`config.mk`:
```
export PLATFORM = sky130hd
export DESIGN_NAME = pulse_stretcher
export DESIGN_NICKNAME = d
export VERILOG_FILES = /design/src/rtl/pulse_stretcher.sv
export SDC_FILE = /design/constraint.sdc
export NUM_CORES = 1
export LEC_CHECK = 0
export ABC_AREA = 1
export ABC_CLOCK_PERIOD_IN_PS = 2910
export CORE_AREA = 2 2 63 65
export DETAILED_ROUTE_END_ITERATION = 10
export DIE_AREA = 0 0 65 67
export GPL_ROUTABILITY_DRIVEN = 0
export PLACE_DENSITY = 0.74
export SYNTH_ARGS = -nofsm -noshare
export SYNTH_HDL_FRONTEND = slang
export SYNTH_SLANG_ARGS = --single-unit
```
`constraint.sdc`:
```
create_clock -name CLK -period 2.91 [get_ports CLK]
set_input_delay 0.582 -clock CLK [delete_from_list [all_inputs] [get_ports CLK]]
set_output_delay 0.582 -clock CLK [all_outputs]
set_load 0.02 [all_outputs]
```
`src/rtl/pulse_stretcher.sv`:
```
// pulse_stretcher: stretches single-cycle events into fixed-width LED pulses with a fixed gap,
// queuing events that arrive mid-pulse and replaying them in order.
module pulse_stretcher #(
  parameter int ON_CYCLES  = 1000000,
  parameter int OFF_CYCLES = 1000000,
  parameter int PEND_W     = 4
) (
  input  logic              CLK,
  input  logic              RST,
  input  logic              PULSE_IN,
  input  logic              CLR_OVF,
  output logic              LED_OUT,
  output logic              BUSY,
  output logic [PEND_W-1:0] PENDING,
  output logic              OVERFLOW
);
  localparam int MAX_C = ON_CYCLES > OFF_CYCLES ? ON_CYCLES : OFF_CYCLES;
  localparam int TW = MAX_C > 1 ? $clog2(MAX_C) : 1;
  localparam logic [TW-1:0] ON_LD = TW'(ON_CYCLES - 1);
  localparam logic [TW-1:0] OFF_LD = TW'(OFF_CYCLES - 1);
  typedef enum logic [1:0] {IDLE, ON, OFF} state_t;
  state_t state_q, state_d;
  logic [TW-1:0] timer_q, timer_d;
  logic [PEND_W-1:0] pend_q, pend_d;
  logic led_q, led_d, busy_q, busy_d, ovf_q, ovf_d;
  logic t_zero, full, inc, deq;
  // The OFF exit looks at the post-increment queue, so a strobe on the last gap cycle replays directly.
  always_comb begin
    t_zero = timer_q == '0;
    full = &pend_q;
    inc = PULSE_IN && state_q != IDLE;
    deq = state_q == OFF && t_zero && (pend_q != '0 || inc);
    state_d = state_q;
    timer_d = timer_q;
    if (state_q == IDLE && PULSE_IN) begin
      state_d = ON;
      timer_d = ON_LD;
    end else if (state_q == ON) begin
      state_d = t_zero ? OFF : ON;
      timer_d = t_zero ? OFF_LD : timer_q - 1'b1;
    end else if (state_q == OFF) begin
      state_d = deq ? ON : t_zero ? IDLE : OFF;
      timer_d = deq ? ON_LD : t_zero ? timer_q : timer_q - 1'b1;
    end
    led_d = state_d == ON;
    busy_d = state_d != IDLE;
    pend_d = (inc && !deq) ? (full ? pend_q : pend_q + 1'b1)
           : (!inc && deq) ? pend_q - 1'b1 : pend_q;
    ovf_d = (inc && !deq && full) ? 1'b1 : CLR_OVF ? 1'b0 : ovf_q;
  end
  always_ff @(posedge CLK or posedge RST) begin
    if (RST) begin
      state_q <= IDLE;
      timer_q <= '0;
      pend_q <= '0;
      led_q <= 1'b0;
      busy_q <= 1'b0;
      ovf_q <= 1'b0;
    end else begin
      state_q <= state_d;
      timer_q <= timer_d;
      pend_q <= pend_d;
      led_q <= led_d;
      busy_q <= busy_d;
      ovf_q <= ovf_d;
    end
  end
  assign LED_OUT = led_q;
  assign BUSY = busy_q;
  assign PENDING = pend_q;
  assign OVERFLOW = ovf_q;
endmodule

```
==> flow_summary.json <==
{
  "crit_required_ns": 3.08,
  "finClkSkew_ns": 0.007280,
  "ant_nets": 0,
  "slew_headroom_pct": 71.06,
  "min_period_ns": 2.279,
  "cp_max_fo": 20,
  "antennaDiodeCount": 0,
  "leakage_nw": 0.9100,
  "vdd_ir_drop_max_mv": 0.5308,
  "io-pin-count": 11,
  "cap_violations": 0,
  "setup_viol": 0,
  "ys_ff_latch": 29,
  "clkTransAtPathRegs_ns": 0.07,
  "hold_class": "flop to flop",
  "netlist_area_mm2": 0.001773,
  "layout-drive-gt1-share_pct": 12.45,
  "post-route-drc-count": 0,
  "synth-edff-count": 0,
  "final_cell_mix": "nand2_1, inv_1, dfrtp_1, nor2_1, o21ai_0",
  "ys_seq_area_share_pct": 40.93,
  "syn_nets": 238,
  "dr_total_vias": 1514,
  "die_h_um": 67,
  "dr.pass1.iters": 4,
  "cts_tree": "yes",
  "grt_start_max_net_pins": 30,
  "crit_path_end_kind": "flop",
  "instances_no_fill": 297,
  "grt_pass1_vias": 1546,
  "num_rows": 22,
  "slew_violations": 0,
  "power_mw": 1.502,
  "design.die.area_mm2": 0.004355,
  "cp.arrival_ns": 2.45,
  "final_common_cell": "nand2_1",
  "antenna_found_initial": 0,
  "crit_type": "primary input to flop",
  "hold_viol_final": 0,
  "cts_sinks": 29,
  "dp_cells": 289,
  "clockBufferDepth": 2,
  "fp.dieW_um": 65,
  "post_cts_resized": 0,
  "yosysUniqueCellTypes": 33,
  "cp-start-kind": "primary input",
  "utilization_pct": 56.00,
  "grt_overflow": 0,
  "totalWireLength_um": 3605,
  "nets": 254,
  "cts_hold_buf": 0,
  "dp_hpwl_um": 2594,
  "grt_util_all_layers_pct": 19.46,
  "via_per_inst": 5.098,
  "htreeDepth": 2,
  "worst_pin_slew_ns": 0.4302,
  "postCtsSetupBuffers": 0,
  "cts_root_buf": "clkbuf_8",
  "io_buffers": 10,
  "ys_async_sr_fraction_pct": 100.0,
  "grt_pass1_wl_um": 6555,
  "fmax_mhz": 438.8,
  "rsz0062_at_grt": "no",
  "core_area_mm2": 0.003606,
  "p_per_area_mw_per_mm2": 743.7,
  "wire_per_inst_um": 12.14,
  "worstSkewPairLatency_ns": 0.27,
  "status": "complete, no violations",
  "ys.flop_type": "dfrtp_1",
  "synthToLayoutAreaGrowth_pct": 13.90,
  "drt_iter0_markers": 65,
  "period_share_pct": 78.31,
  "numCtsBuffers": 5,
  "tns_ns": 0,
  "num-fill-cells": 347,
  "netlist_instances": 232,
  "avgSynthCellArea_um2": 7.642,
  "start_util_pct": 49.17,
  "ys_warn_count": 0
}
## worst max-delay path, stage by stage
cell and delay, ns:
clkdlybuf4s50_1 0.45, inv_1 0.06, nor3_1 0.32, inv_1 0.18, nand3_2 0.33, inv_2 0.15
nor3_2 0.19, nand2_1 0.07, nand2_1 0.06, nand2_1 0.04
## final timing paths
kind                       depth (start not counted)   startpoint     endpoint  slack (ns)
setup reg to reg                                  12   timer_q[8]   PENDING[2]        0.65
setup / recovery                                  10     PULSE_IN   timer_q[9]        0.63
min in group asynchronous                          3          RST   PENDING[3]        0.67
hold / removal                                     2  timer_q[17]  timer_q[17]        0.50
max in group asynchronous                          3          RST  timer_q[14]        1.97
hold reg to reg                                    2  timer_q[17]  timer_q[17]        0.50
## routing by layer
metal	global-route usage (%)	vias to the layer above	routed length [um]	share of wire, %
li1	-	782	-	-
met1	24.09	682	1672	46
met2	33.38	41	1707	47
met3	3.547	9	164	4.5
met4	7.979	0	61	1.7
met5	0	-	0	0
## cells by family (layout without fill, tap and decap cells)
kind of cell    count (synthesis)  in the layout  synth area share (%)
flops                          29             29                 40.93
simple gates                  114            114                 31.90
compound gates                 35             35                 11.36
fa+ha+maj                       2              2                 1.411
xor+xnor                        9              9                 4.446
buf+inv                        43             60                 9.950
## per-stage QoR
step | hold slack (ns) | instance area, um2 | setup slack [ns]
finish | 0.4996 | 2019 | 0.6311
global route | 0.5209 | 2019 | 0.4168
CTS | 0.5019 | 2019 | 0.6373
detailed placement | 0.4773 | 1918 | 0.3330
global placement | 0.4726 | 1918 | 0.4221
floorplan | 0.4515 | 1773 | 0.9261
## registers in the layout, summed over array words and instances (netlist names)
name and flops:
timer_q 20, PENDING 4, state_q 2, BUSY 1, LED_OUT 1, OVERFLOW 1
## Yosys cell counts (all sizes together) (2+ instances only)
cell type  count  area, um2
nand2         43      166.4
inv           41      153.9
dfrtp         29      725.7
nor2          28      117.6
o21ai         23      118.9
nand3         19      115.1
nor3           8      50.05
xor2           8      70.07
a21oi          6      33.78
nand4          5      31.28
nor4           4      25.02
or2            4      25.02
buf            2      22.52
ha             2      25.02
o211ai         2      15.01
o22ai          2      18.77
## cell type report
class                   instances  area [um2]  share of cell area (%)
repair buffers                 11       107.6                   5.328
multi-input cells             160       870.8                   43.12
clock buffers                   7       96.34                   4.771
flip-flops and latches         29       725.7                   35.94
well taps                      48       60.06                   2.974
inverters                      41       153.9                   7.621
clock inverters                 1       5.005                  0.2478
## where the power goes
part / internal (mW) / leakage, nW / switching, mW
sequential: 0.502 / 0.337 / 0.104
clock: 0.213 / 0.0542 / 0.149
combinational: 0.218 / 0.519 / 0.315
Note: power is estimated with default switching activity, not from simulation.
